==> config.mk <==
export PLATFORM = sky130hd
export DESIGN_NAME = serial_tx_framer
export DESIGN_NICKNAME = d
export VERILOG_FILES = /design/src/rtl/serial_tx_framer.sv
export SDC_FILE = /design/constraint.sdc
export NUM_CORES = 1
export LEC_CHECK = 0
export ABC_CLOCK_PERIOD_IN_PS = 3800
export BUFFER_PORTS_ARGS = -buffer_cell sky130_fd_sc_hd__buf_2
export CAP_MARGIN = 20
export CORE_ASPECT_RATIO = 1.1
export CORE_MARGIN = 5
export CORE_UTILIZATION = 35
export DETAILED_ROUTE_END_ITERATION = 16
export PLACE_DENSITY = 0.62
export SLEW_MARGIN = 20
export SYNTH_ARGS = -nofsm -noshare
export SYNTH_HDL_FRONTEND = slang
export SYNTH_SLANG_ARGS = --single-unit
export TNS_END_PERCENT = 30
==> constraint.sdc <==
create_clock -name clk -period 3.8 [get_ports clk]
set_input_delay 0 -clock clk [delete_from_list [all_inputs] [get_ports clk]]
set_output_delay 0 -clock clk [all_outputs]
set_load 0.03 [all_outputs]
==> src/rtl/serial_tx_framer.sv <==
// Parallel-to-serial TX line framer: start bit, LSB-first payload, one stop bit,
// each bit held CLKS_PER_BIT clocks, with a valid/ready word handshake.
module serial_tx_framer #(
  parameter int DATA_WIDTH   = 8,
  parameter int CLKS_PER_BIT = 16
) (
  input  logic                  clk,
  input  logic                  rst,
  input  logic [DATA_WIDTH-1:0] tx_data,
  input  logic                  tx_valid,
  output logic                  tx_ready,
  output logic                  tx_serial,
  output logic                  tx_busy,
  output logic                  tx_done
);

  localparam int BW = $clog2(CLKS_PER_BIT);
  localparam int IW = (DATA_WIDTH > 1) ? $clog2(DATA_WIDTH) : 1;
  localparam logic [BW-1:0] BAUD_LAST = BW'(CLKS_PER_BIT - 1);
  localparam logic [IW-1:0] IDX_LAST  = IW'(DATA_WIDTH - 1);

  typedef enum logic [1:0] {IDLE, START, DATA, STOP} state_t;

  state_t                  state_q, state_d;
  logic [BW-1:0]           baud_q, baud_d;
  logic [IW-1:0]           idx_q, idx_d;
  logic [DATA_WIDTH-1:0]   shreg_q, shreg_d;
  logic                    serial_d, ready_d, busy_d, done_d;
  logic                    accept, baud_end, last_bit;

  assign accept   = tx_valid && tx_ready;
  assign baud_end = (baud_q == BAUD_LAST);
  assign last_bit = (idx_q == IDX_LAST);

  always_ff @(posedge clk or posedge rst) begin
    if (rst) state_q <= IDLE;
    else     state_q <= state_d;
  end

  always_comb begin
    state_d = state_q;
    case (state_q)
      IDLE:    if (accept)              state_d = START;
      START:   if (baud_end)            state_d = DATA;
      DATA:    if (baud_end && last_bit) state_d = STOP;
      STOP:    if (baud_end)            state_d = IDLE;
      default:                          state_d = IDLE;
    endcase
  end

  // Counters and shift register; the word is only captured in IDLE, so
  // tx_data changes during a frame never reach the line.
  always_comb begin
    shreg_d = shreg_q;
    baud_d  = baud_q;
    idx_d   = idx_q;
    if (state_q == IDLE) begin
      baud_d = '0;
      idx_d  = '0;
      if (accept) shreg_d = tx_data;
    end else begin
      baud_d = baud_end ? '0 : baud_q + 1'b1;
    end
    if (state_q == DATA && baud_end) begin
      shreg_d = shreg_q >> 1;
      idx_d   = idx_q + 1'b1;
    end
  end

  // Next values of the registered outputs, decoded from the next state.
  always_comb begin
    serial_d = 1'b1;
    ready_d  = 1'b0;
    busy_d   = 1'b1;
    done_d   = 1'b0;
    case (state_d)
      IDLE: begin
        ready_d = 1'b1;
        busy_d  = 1'b0;
        done_d  = (state_q == STOP);
      end
      START:   serial_d = 1'b0;
      DATA:    serial_d = shreg_d[0];
      STOP:    serial_d = 1'b1;
      default: serial_d = 1'b1;
    endcase
  end

  always_ff @(posedge clk or posedge rst) begin
    if (rst) begin
      baud_q    <= '0;
      idx_q     <= '0;
      shreg_q   <= '0;
      tx_serial <= 1'b1;
      tx_ready  <= 1'b1;
      tx_busy   <= 1'b0;
      tx_done   <= 1'b0;
    end else begin
      baud_q    <= baud_d;
      idx_q     <= idx_d;
      shreg_q   <= shreg_d;
      tx_serial <= serial_d;
      tx_ready  <= ready_d;
      tx_busy   <= busy_d;
      tx_done   <= done_d;
    end
  end

endmodule

Yosys cells after proc, flatten, opt, wreduce, memory -nomap -nowiden --
Cells that the tools add are included.
Storage, ports and cells: output and inout bits 4, memory bits (read-only) 0, memory bits (writable) 0, register bits 21, latch bits 0, input port bits 11, memories kept 0, word-level logic and storage cells 42
Cells by class: divide/modulo/power cells 0, shift operators 0, reductions and logical operators 8, bitwise logic cells 0, multipliers 0, eq/ne operators 7, multiplexer cells 16, magnitude comparators 0, add/subtract/negate cells 2
Operator list (number):
- 8-bit 2-to-1 mux | 3
- 2-bit 2-to-1 mux | 4
- 4-bit 2-to-1 mux | 2
- 2-bit one-hot mux with 4 select lines | 1
- 2-bit equality test, second input constant | 3
- 3-bit 2-to-1 mux | 2
- 4-bit by 1-bit adder with 4-bit output, second input constant | 1
- 2-bit by 1-bit equality test with 1-bit output, second input constant | 2
- 4-bit equality test, second input constant | 1
- 2-bit zero test | 2
- 2-bit nonzero test | 2
- 3-bit by 1-bit adder with 3-bit output, second input constant | 1
- 3-bit equality test, second input constant | 1
- 1-bit logical AND | 3
- 1-bit 2-to-1 mux | 3
- 1-bit one-hot mux with 2 select lines | 1
- 2-bit AND reduction | 1

Longest topological paths before layout --
Gate-level depths: netlist of the first run.
depth after elaboration 6, depth in mapped cells 5, gate-level depth less buffers 5

Worst setup path after synthesis of the first run --
Ideal clock, no wire load.
path kind register to register, from register tx_ready, to register shreg_q[0], library setup time 123 ps, clock period less this slack 1541 ps, path buffers 1, arrival 1418 ps, cell stages (with the launch flop) 5, path slack 2259 ps, data required time 3677 ps, path through dfstp_2 nor4bb_4 buf_6 mux2i_1 o21ai_2
On the way: longest elaborated chain between the ends 4
RTL lines:
- from (decl) | line 11 | output logic tx_ready,
- from (signal assigned) | line 103 | tx_ready <= ready_d;
- 1-bit logical AND | line 31 | assign accept = tx_valid && tx_ready;
- 8-bit 2-to-1 mux | line 60 | if (accept) shreg_d = tx_data;
- 8-bit 2-to-1 mux | line 57 | if (state_q == IDLE) begin
- 8-bit 2-to-1 mux | line 64 | if (state_q == DATA && baud_end) begin
- net shreg_d[0] | line 27 | logic [DATA_WIDTH-1:0] shreg_q, shreg_d;
- to (signal assigned) | line 101 | shreg_q <= shreg_d;
- to (decl) | line 27
The timed path passes the listed nets, and every way through them passes these cells. The select of a mux whose other input is x is not followed. A chain may end at the register's enable or synchronous reset.

Worst setup path after layout of the first run --
from register state_q[0], to register shreg_q[3]
On the way: longest elaborated chain between the ends 4, elaborated cells between the ends (all ways) 7, classes of those cells 1 x eq/ne; 1 x mux; 5 x reduce/logical
RTL lines:
- from (decl) | line 24 | state_t state_q, state_d;
- from (signal assigned) | line 37 | else state_q <= state_d;
- 2-bit equality test | line 64
- 1-bit logical AND | line 64
- 2-bit nonzero test (no source line)
- 2-bit AND reduction (no source line)
Several ways; a longest one is shown, not always the timed one.

==> summary.txt, run 1 <==
Run status
  – Status: completed

Power
  – Sw Ratio: 37.4%
  – P_sw: 0.287 mW
  – Pwr dens: 654 nW/um^2
  – Reg power frac: roughly 53%
  – Combinational Power Share: around 33%
  – Lkg Pwr: 0.540 nW
  – Cell Int Power: 0.481 mW
  – VDD IR max: 429 uV
  – Clock power share: 13.9%
  – Tot Pwr: 0.768 mW

Worst setup path
  – Worst EP required: 4000 ps
  – Crit path arrival time: 2040 ps
  – Crit path launch type: flop
  – Worst r2r dst: shreg_q[3]
  – R2R depth: 3
  – Worst Setup End Kind: flop
  – R2R setup slack: a little under 2000 ps
  – Worst r2r src: state_q[0]
  – WS Path Type: reg2reg
  – Worst Setup SP: state_q[0]
  – Max FO, Critical Path: 13

Timing
  – Min setup slack post-route: 1970 ps
  – Min Hold Slack: 3.13 ps
  – Slew HR: 48.0%
  – Setup_tns: 0 ps
  – Fmax: 545 MHz
  – RSZ-0062 raised after global routing: false
  – Setup-violating endpoint count in the final report: 0
  – Setup Skew: 10.9 ps
  – Max-slew violation count: 0
  – Final Hold Vio Count: 0
  – Final Critical Period: 1830 ps
  – Worst-Margin Slew: 779 ps
  – Final Cycle Share: 48.3%

Floorplan
  – Die H: 66.0 um
  – Cell Rows: 20
  – Die X: between 60 and 70 um
  – Starting density of the core: 36.2%
  – Die area: 4020 um^2
  – I/O pin cnt: 15
  – Core area: between 2000 and 3000 um^2

Synthesis
  – Top FF cell, synth: dfrtp_1
  – Mean Syn Cell Area: 12.0 um^2
  – Synth Instances: 83
  – Syn_nets: a little under 100
  – Yosys cell types: 35
  – FFs w/ async S/R, synth: 100%
  – Warnings, synthesis: 0
  – Post-synth EDFFs: 0
  – Sequential area share after synthesis: between 50% and 60%
  – Yosys reg bits: 21
  – Post-Syn Area: roughly 1000 um^2

Clock network
  – Clock Tree Buf Depth: 2
  – Resize count post-CTS: 0
  – CTS clock-pin slew for the worst setup and hold paths: 120 ps
  – Hold Buf Count CTS: 6
  – Post-CTS setup buffers: 0
  – # clock sinks: 21
  – CTS tree: built
  – H-tree depth: 1
  – Worst skew pair latency: approximately 310 ps
  – CTS buffer count: 3
  – Root Buffer: clkbuf_4

Route
  – Avg Vias per Cell: 5.26
  – Routed WL: around 1800 um
  – Detail Route Antenna Nets: 0
  – Remaining DRCs: 0
  – Initial drt markers: 16
  – DR vias: 721
  – WL/cell: around 13 um
  – Pre-antenna DRT Iters: 4

Placement
  – DP HPWL: 1330 um
  – Final GP Congestion: 0.743
  – Buffers added on ports: 14
  – Worst slack, placed: between 1500 and 2000 ps

Finish
  – Final core utilization: 42.6%
  – # diodes: 0
  – Syn-to-layout area delta: 17.7%
  – Commonest non-fill, non-tap cell in the layout: dfrtp_1
  – Share of post-route cells with drive strength above 1: 26.9%
  – Nets@finish: 119
  – Most frequent cells in the layout: 19 x dfrtp_1, 14 x buf_2, 7 x nor2_1, 7 x dlygate4sd3_1, 6 x a221o_1

Worst hold path
  – Hold_sp: tx_data[3]
  – Worst min-delay path class: in2reg
  – Hold path endpoint: shreg_q[3]
  – Cells on Worst Hold Path: 3

Global routing
  – Largest net degree at the start of global routing: 22
  – Initial antenna violation count: 0
  – Number of global-route vias before repair: 714
  – Global-route wire length before repair: ~3200 um
  – GR Overflow Total: 0
  – Gr usage total: 10.5%

Flow run
  – Max-Cap Viols: 0
-- synth_stat cells, types with 2 or more instances --
cell type	count	area, um^2
and2_1	4	25.0
inv_1	3	11.3
mux2i_1	3	30.0
nor2_1	7	26.3
xnor2_1	2	17.5
ha_1	3	37.5
buf_6	2	22.5
and2_2	2	15.0
a31oi_1	3	18.8
nand4_1	2	12.5
dfrtp_1	19	475
dfstp_2	2	52.6
nand2_1	2	7.51
a21oi_1	2	10.0
buf_2	2	10.0
a221o_1	6	60.1
-- worst max path at each step --
stage | endpoint | depth (start not counted)
2_1_floorplan | shreg_q[0] | 4
3_3_place_gp | shreg_q[4] | 3
3_5_place_dp | shreg_q[5] | 3
4_1_cts | shreg_q[5] | 3
5_1_grt | shreg_q[2] | 3
6_report | shreg_q[3] | 3
-- layout make-up --
class	count	area, um^2
repair buffers	21	140
fillers	272	1580
flip-flops and latches	21	528
well taps	33	41.3
clock inverters	1	5.00
multi-input cells	55	425
inverters	3	11.3
clock buffers	3	22.5
-- cells by family after synthesis --
logic type	Yosys count	synth area share [%]
and+or+nand+nor	26	16.9
DFF	21	52.9
adders and majority gates	3	3.76
muxes	4	4.14
buffers and inverters	7	4.39
xor gates and xnor gates	2	1.76
AOI/OAI and AO/OA	20	16.1
-- power groups by stage --
stage | logic (mW) | registers, mW | clock network, mW
final | 0.256 | 0.405 | 0.106
after global routing | 0.293 | 0.420 | 0.121
after floorplan | 0.206 | 0.402 | 0
after global placement | 0.246 | 0.403 | 0
after detailed placement | 0.251 | 0.408 | 0
after CTS | 0.258 | 0.405 | 0.111
-- layer usage --
layer  up-vias  share of wire (%)  GRT usage, %
li1        349                  -             -
met1       352                 44          13.9
met2        15                 50          15.9
met3         5                2.4         0.781
met4         0                3.1          7.32
met5         -                  0             0
-- state kept, by name (all words and copies together) (netlist names) --
signal	flops
baud_q	4
idx_q	3
shreg_q	8
state_q	2
tx_busy	1
tx_done	1
tx_ready	1
tx_serial	1
-- per-stage QoR --
stage	std cells	cell area, um^2
2_1_floorplan	83	997
6_report	137	1170
4_1_cts	136	1160
3_5_place_dp	126	1080
3_3_place_gp	126	1080
5_1_grt	137	1170
-- critical path, cell delays in order (launching register included) --
cell      delay [ps]
dfrtp_1          540
nor4bb_4         710
a21oi_2          140
a221o_1          330
(Power assumes the default switching activity.)
==> run 2: changes to the inputs <==
--- a/config.mk
+++ b/config.mk
@@ -5,14 +5,14 @@
 export SDC_FILE = /design/constraint.sdc
 export NUM_CORES = 1
 export LEC_CHECK = 0
-export ABC_CLOCK_PERIOD_IN_PS = 3800
+export ABC_CLOCK_PERIOD_IN_PS = 1500
 export BUFFER_PORTS_ARGS = -buffer_cell sky130_fd_sc_hd__buf_2
 export CAP_MARGIN = 20
 export CORE_ASPECT_RATIO = 1.1
 export CORE_MARGIN = 5
 export CORE_UTILIZATION = 35
 export DETAILED_ROUTE_END_ITERATION = 16
-export PLACE_DENSITY = 0.62
+export PLACE_DENSITY = 0.64
 export SLEW_MARGIN = 20
 export SYNTH_ARGS = -nofsm -noshare
 export SYNTH_HDL_FRONTEND = slang
==> constraint.sdc (replaced) <==
create_clock -name clk -period 1.5 [get_ports clk]
set_input_delay 0 -clock clk [delete_from_list [all_inputs] [get_ports clk]]
set_output_delay 0 -clock clk [all_outputs]
set_load 0.03 [all_outputs]
==> summary.txt, run 2 (synthesis results as in run 1) <==
Global routing
  – Largest net degree at the start of global routing: 22 (unchanged)
  – Number of global-route vias before repair: 739 (was 714)
  – Initial antenna violation count: 0 (unchanged)
  – Gr usage total: 10.8% (was 10.5%)
  – GR Overflow Total: 0 (unchanged)
  – Global-route wire length before repair: 3280 um (was 3180 um)

Timing
  – Final Cycle Share: 97.1% (was 48.3%)
  – Fmax: 686 MHz (was 545 MHz)
  – Slew HR: 80.5% (was 48.0%)
  – Final Critical Period: 1460 ps (was 1830 ps)
  – Setup_tns: 0 ps (unchanged)
  – Setup Skew: 1.71 ps (was 10.9 ps)
  – Min setup slack post-route: 43.3 ps (was 1970 ps)
  – Setup-violating endpoint count in the final report: 0 (unchanged)
  – Min Hold Slack: 19.4 ps (was 3.13 ps)
  – Final Hold Vio Count: 0 (unchanged)
  – Worst-Margin Slew: 292 ps (was 779 ps)
  – RSZ-0062 raised after global routing: true (was false)
  – Max-slew violation count: 0 (unchanged)

Worst hold path
  – Hold path endpoint: shreg_q[1] (was shreg_q[3])
  – Worst min-delay path class: in2reg (unchanged)
  – Hold_sp: tx_data[1] (was tx_data[3])
  – Cells on Worst Hold Path: 3 (unchanged)

Worst setup path
  – WS Path Type: reg2reg (unchanged)
  – Worst r2r dst: shreg_q[1] (was shreg_q[3])
  – Crit path launch type: flop (unchanged)
  – Worst Setup End Kind: flop (unchanged)
  – Worst EP required: 1690 ps (was 4000 ps)
  – Max FO, Critical Path: 6 (was 13)
  – Crit path arrival time: 1650 ps (was 2040 ps)
  – Worst Setup SP: tx_ready (was state_q[0])
  – R2R setup slack: 40 ps (was 1970 ps)
  – R2R depth: 4 (was 3)
  – Worst r2r src: tx_ready (was state_q[0])

Route
  – Pre-antenna DRT Iters: 4 (unchanged)
  – Avg Vias per Cell: 5.14 (was 5.26)
  – Remaining DRCs: 0 (unchanged)
  – WL/cell: 13.3 um (was 13.5 um)
  – Routed WL: 1910 um (was 1850 um)
  – Initial drt markers: 14 (was 16)
  – Detail Route Antenna Nets: 0 (unchanged)
  – DR vias: 740 (was 721)

Clock network
  – CTS tree: built (unchanged)
  – Clock Tree Buf Depth: 2 (unchanged)
  – Root Buffer: clkbuf_4 (unchanged)
  – Worst skew pair latency: 290 ps (was 310 ps)
  – # clock sinks: 21 (unchanged)
  – CTS clock-pin slew for the worst setup and hold paths: 120 ps (about the same)
  – H-tree depth: 1 (unchanged)
  – CTS buffer count: 3 (unchanged)

Finish
  – Commonest non-fill, non-tap cell in the layout: dfrtp_1 (unchanged)
  – Largest regs: shreg_q x8, baud_q x4, idx_q x3 (unchanged)
  – Most frequent cells in the layout: 19 x dfrtp_1, 14 x buf_2, 9 x buf_4, 7 x nor2_1, 6 x a221o_1 (was 19 x dfrtp_1, 14 x buf_2, 7 x nor2_1, 7 x dlygate4sd3_1, 6 x a221o_1)
  – Syn-to-layout area delta: 23.6% (was 17.7%)
  – Final Instance Count excl. Fillers: 144 (was 137)
  – Share of post-route cells with drive strength above 1: 35.1% (was 26.9%)
  – Largest register FFs: 8 (unchanged)
  – Nets@finish: 126 (was 119)
  – Most flops, register: shreg_q (unchanged)
  – # diodes: 0 (unchanged)

Power
  – Tot Pwr: 2.06 mW (was 0.768 mW)
  – Lkg Pwr: 0.575 nW (was 0.540 nW)
  – VDD IR max: 879 uV (was 429 uV)
  – Pwr dens: 1670 nW/um^2 (was 654 nW/um^2)

Placement
  – Dpl cells: 134 (was 126)
  – Worst slack, placed: 37.1 ps (was 1990 ps)
  – DP HPWL: 1450 um (was 1330 um)
  – Buffers added on ports: 14 (unchanged)
  – Final GP Congestion: 0.833 (was 0.743)

Floorplan
  – Cell Rows: 20 (unchanged)
  – Die X: 60.9 um (unchanged)
  – Die area: 4020 um^2 (unchanged)
  – Core area: 2750 um^2 (unchanged)
  – Starting density of the core: 36.2% (unchanged)
  – Die H: 66.0 um (unchanged)
  – I/O pin cnt: 15 (unchanged)

Run status
  – Status: completed (unchanged)

Flow run
  – Max-Cap Viols: 0 (unchanged)
-- run 2: worst max-delay path, stage by stage, from the launching register on --
cell	delay (ps)
dfstp_2	550
nor4bb_4	270
buf_4	180
a21oi_4	40
a221o_1	310
-- run 2: stage by stage --
stage                     util [%]  instance area (um^2)
final                         44.8                  1230
after CTS                     44.0                  1210
after floorplan                  -                   997
after detailed placement      41.3                  1140
after global routing          44.8                  1230
after global placement        41.3                  1140
-- run 2: repair_timing --
action	in CTS	in global routing
gates resized for setup	0	4
setup buffers	0	1
setup endpoints to repair	0	13
hold buffers	5	0
endpoints found under the hold margin	25	0
-- run 2: power breakdown --
part	internal (mW)	switching, mW
registers	0.805	0.173
logic	0.401	0.412
clock network	0.103	0.167
total	1.31	0.752
-- run 2: metal layers --
layer  vias to the layer above  track usage (%)  routed length [um]
li1                        361                -                   -
met1                       352             14.0                 828
met2                        21             16.7                 925
met3                         6            0.781                  90
met4                         0             7.59                  64
met5                         -                0                   0
-- run 2: how the worst max path moves through the flow --
stage / endpoint / slack, ps
after global routing: shreg_q[5] / -30
after CTS: shreg_q[5] / 8
final: shreg_q[1] / 40
after detailed placement: shreg_q[5] / 40
after global placement: shreg_q[5] / 100
after floorplan: shreg_q[0] / 50
-- run 2: layout make-up --
| cell class | instances | area [um^2] |
|---|---|---|
| Clock buffer | 4 | 26.3 |
| Fill cell | 282 | 1520 |
| Inverter | 3 | 11.3 |
| Multi-Input combinational cell | 55 | 438 |
| Sequential cell | 21 | 528 |
| Tap cell | 33 | 41.3 |
| Timing Repair Buffer | 28 | 188 |
==> run 3: changes to the inputs <==
--- a/config.mk
+++ b/config.mk
@@ -5,6 +5,7 @@
 export SDC_FILE = /design/constraint.sdc
 export NUM_CORES = 1
 export LEC_CHECK = 0
+export ABC_AREA = 1
 export ABC_CLOCK_PERIOD_IN_PS = 1500
 export BUFFER_PORTS_ARGS = -buffer_cell sky130_fd_sc_hd__buf_2
 export CAP_MARGIN = 20
==> summary.txt, run 3 <==
Synthesis
  – Most frequent cell after synthesis: nand2_1 (was dfrtp_1)
  – Yosys reg bits: 21 (unchanged)
  – Top FF cell, synth: dfrtp_1 (unchanged)
  – Warnings, synthesis: 0 (unchanged)
  – Most instantiated cells after synthesis: 39 x nand2_1, 19 x dfrtp_1, 13 x nand3_1 (was 19 x dfrtp_1, 7 x nor2_1, 6 x a221o_1)
  – Synth Instances: 113 (was 83)
  – Sequential area share after synthesis: 53.2% (was 52.9%)
  – Post-synth top area share: 47.9% (was 47.7%)
  – Synth top area cells: dfrtp_1 48%, nand2_1 15%, nand3_1 6.6% (was dfrtp_1 48%, a221o_1 6.0%, dfstp_2 5.3%)
  – Top cell type by total area after synthesis: dfrtp_1 (unchanged)
  – Yosys cell types: 20 (was 35)
  – Syn_nets: 127 (was 97)
  – Post-synth EDFFs: 0 (unchanged)
  – Mean Syn Cell Area: 8.78 um^2 (was 12.0 um^2)
  – Post-Syn Area: 992 um^2 (was 997 um^2)
  – FFs w/ async S/R, synth: 100% (unchanged)

Route
  – WL/cell: 10.8 um (was 13.3 um)
  – Remaining DRCs: 0 (unchanged)
  – Avg Vias per Cell: 4.55 (was 5.14)
  – Detail Route Antenna Nets: 0 (unchanged)
  – Routed WL: 1870 um (was 1910 um)
  – Initial drt markers: 25 (was 14)
  – Pre-antenna DRT Iters: 4 (unchanged)
  – DR vias: 791 (was 740)

Floorplan
  – Starting density of the core: 36.0% (was 36.2%)
  – Die area: 4000 um^2 (was 4020 um^2)
  – I/O pin cnt: 15 (unchanged)
  – Core area: 2750 um^2 (unchanged)
  – Cell Rows: 20 (unchanged)
  – Die X: 60.8 um (was 60.9 um)
  – Die H: 65.8 um (was 66.0 um)

Timing
  – Final Critical Period: 1400 ps (was 1460 ps)
  – Slew HR: 82.3% (was 80.5%)
  – Min Hold Slack: 64.9 ps (was 19.4 ps)
  – Worst-Margin Slew: 265 ps (was 292 ps)
  – Setup Skew: 4.44 ps (was 1.71 ps)
  – Setup-violating endpoint count in the final report: 0 (unchanged)
  – Max-slew violation count: 0 (unchanged)
  – RSZ-0062 raised after global routing: false (was true)
  – Final Cycle Share: 93.3% (was 97.1%)
  – Fmax: 715 MHz (was 686 MHz)
  – Min setup slack post-route: 101 ps (was 43.3 ps)
  – Final Hold Vio Count: 0 (unchanged)
  – Setup_tns: 0 ps (unchanged)

Global routing
  – Gr usage total: 11.5% (was 10.8%)
  – Initial antenna violation count: 0 (unchanged)
  – Global-route wire length before repair: 3500 um (was 3280 um)
  – GR Overflow Total: 0 (unchanged)
  – Largest net degree at the start of global routing: 22 (unchanged)
  – Number of global-route vias before repair: 835 (was 739)

Clock network
  – CTS clock-pin slew for the worst setup and hold paths: 110 ps (was 120 ps)
  – CTS buffer count: 3 (unchanged)
  – Root Buffer: clkbuf_4 (unchanged)
  – Clock Tree Buf Depth: 2 (unchanged)
  – # clock sinks: 21 (unchanged)
  – CTS tree: built (unchanged)
  – Worst skew pair latency: 290 ps (about the same)
  – H-tree depth: 1 (unchanged)

Finish
  – Share of post-route cells with drive strength above 1: 26.2% (was 35.1%)
  – Most flops, register: shreg_q (unchanged)
  – Syn-to-layout area delta: 23.5% (was 23.6%)
  – Fill count: 270 (was 282)
  – Commonest non-fill, non-tap cell in the layout: nand2_1 (was dfrtp_1)
  – Area of the multi-input gates: 414 um^2 (was 438 um^2)
  – Nets@finish: 156 (was 126)
  – Most frequent cells in the layout: 39 x nand2_1, 19 x dfrtp_1, 14 x buf_2, 13 x nand3_1, 9 x inv_1 (was 19 x dfrtp_1, 14 x buf_2, 9 x buf_4, 7 x nor2_1, 6 x a221o_1)
  – Sequential Area: 528 um^2 (unchanged)
  – Largest regs: shreg_q x8, baud_q x4, idx_q x3 (unchanged)
  – Largest register FFs: 8 (unchanged)
  – Final standard cell area without fillers: 1220 um^2 (was 1230 um^2)
  – # diodes: 0 (unchanged)

Worst setup path
  – R2R setup slack: 100 ps (was 40 ps)
  – Worst r2r dst: shreg_q[7] (was shreg_q[1])
  – Worst Setup End Kind: flop (unchanged)
  – R2R depth: 6 (was 4)
  – Worst r2r src: baud_q[0] (was tx_ready)
  – Critical Path End: shreg_q[7] (was shreg_q[1])
  – WS Path Type: reg2reg (unchanged)
  – Worst Setup SP: baud_q[0] (was tx_ready)
  – Worst EP required: 1700 ps (was 1690 ps)
  – Crit path arrival time: 1600 ps (was 1650 ps)
  – Max FO, Critical Path: 10 (was 6)
  – Crit path launch type: flop (unchanged)

Run status
  – Status: completed (unchanged)

Placement
  – Placed cell areas: 1110 um^2 (was 1140 um^2)
  – Final GP Congestion: 0.827 (was 0.833)
  – Worst slack, placed: 117 ps (was 37.1 ps)
  – DP HPWL: 1480 um (was 1450 um)
  – Buffers added on ports: 14 (unchanged)

Power
  – VDD IR max: 720 uV (was 879 uV)
  – Tot Pwr: 0.869 mW (was 2.06 mW)
  – Pwr dens: 709 nW/um^2 (was 1670 nW/um^2)
  – Lkg Pwr: 0.617 nW (was 0.575 nW)

Flow run
  – Max-Cap Viols: 0 (unchanged)

Worst hold path
  – Worst min-delay path class: in2reg (unchanged)
## run 3: cell types whose count changed in the layout (fill, tap and decap cells not counted), moves of 3 or more
| cell | change |
|---|---|
| nand2_1 | +37 |
| nand3_1 | +12 |
| a221o_1 | -6 |
| buf_4 | -6 |
| inv_1 | +6 |
| and2_1 | -4 |
| nand2_2 | +4 |
| a31oi_1 | -3 |
| dlygate4sd3_1 | +3 |
| mux2i_1 | -3 |
| nor2_2 | +3 |
## run 3: worst min path at each step
stage | start | to | slack [ps] | cells after the start
3_5_place_dp | rst | baud_q[3] | 40 | 3
2_1_floorplan | rst | baud_q[0] | -20 | 1
6_report | tx_data[0] | shreg_q[0] | 60 | 4
5_1_grt | tx_data[0] | shreg_q[0] | 80 | 4
4_1_cts | tx_data[0] | shreg_q[0] | 60 | 4
3_3_place_gp | rst | state_q[1] | 40 | 3
## run 3: layout make-up
class,count,area share [%]
repair buffers,25,14.1
multi-input cells,80,33.8
well taps,33,3.37
clock buffers,3,1.84
clock inverters,1,0.409
inverters,11,3.37
flip-flops and latches,21,43.1
## run 3: report_power, final
group,leakage (nW),internal [mW],switching [mW]
Sequential,0.240,0.566,0
Combinational,0.359,0.0248,0.0165
Clock,0.0177,0.0992,0.162
## run 3: repair_timing
action                                  CTS  global route
endpoints found under the setup margin    0             1
gates resized for setup                   0             1
hold buffers                              8             0
buffers inserted                          0             0
endpoints found under the hold margin    28             0
## run 3: per-stage QoR
step / utilization, % / instances
global route: 44.5 / 174
CTS: 44.4 / 174
floorplan: - / 113
finish: 44.5 / 174
global placement: 40.5 / 162
detailed placement: 40.5 / 162
## run 3: per-layer routing
layer / global-route usage [%] / vias up / routed length, um
met1: 13.9 / 363 / 835
met2: 19.5 / 19 / 945
li1: - / 409 / -
met3: 3.91 / 0 / 91
met4: 2.17 / 0 / 0
met5: 0 / - / 0
## run 3: worst max-delay path, stage by stage (launching register included)
cell and delay (ps):
dfrtp_1 400, ha_1 220, nand3_2 130, nor2_2 120
buf_4 190, nor2_4 70, a22o_1 180
## run 3: logic make-up after synthesis
family                   Yosys count  share of synthesized area (%)
AO/OA/AOI/OAI                      3                           1.89
XOR/XNOR                           1                          0.883
adder cells (fa/ha/maj)            3                           3.78
buffers and inverters             12                           5.30
flip-flops                        21                           53.2
AND/OR/NAND/NOR                   73                           34.9
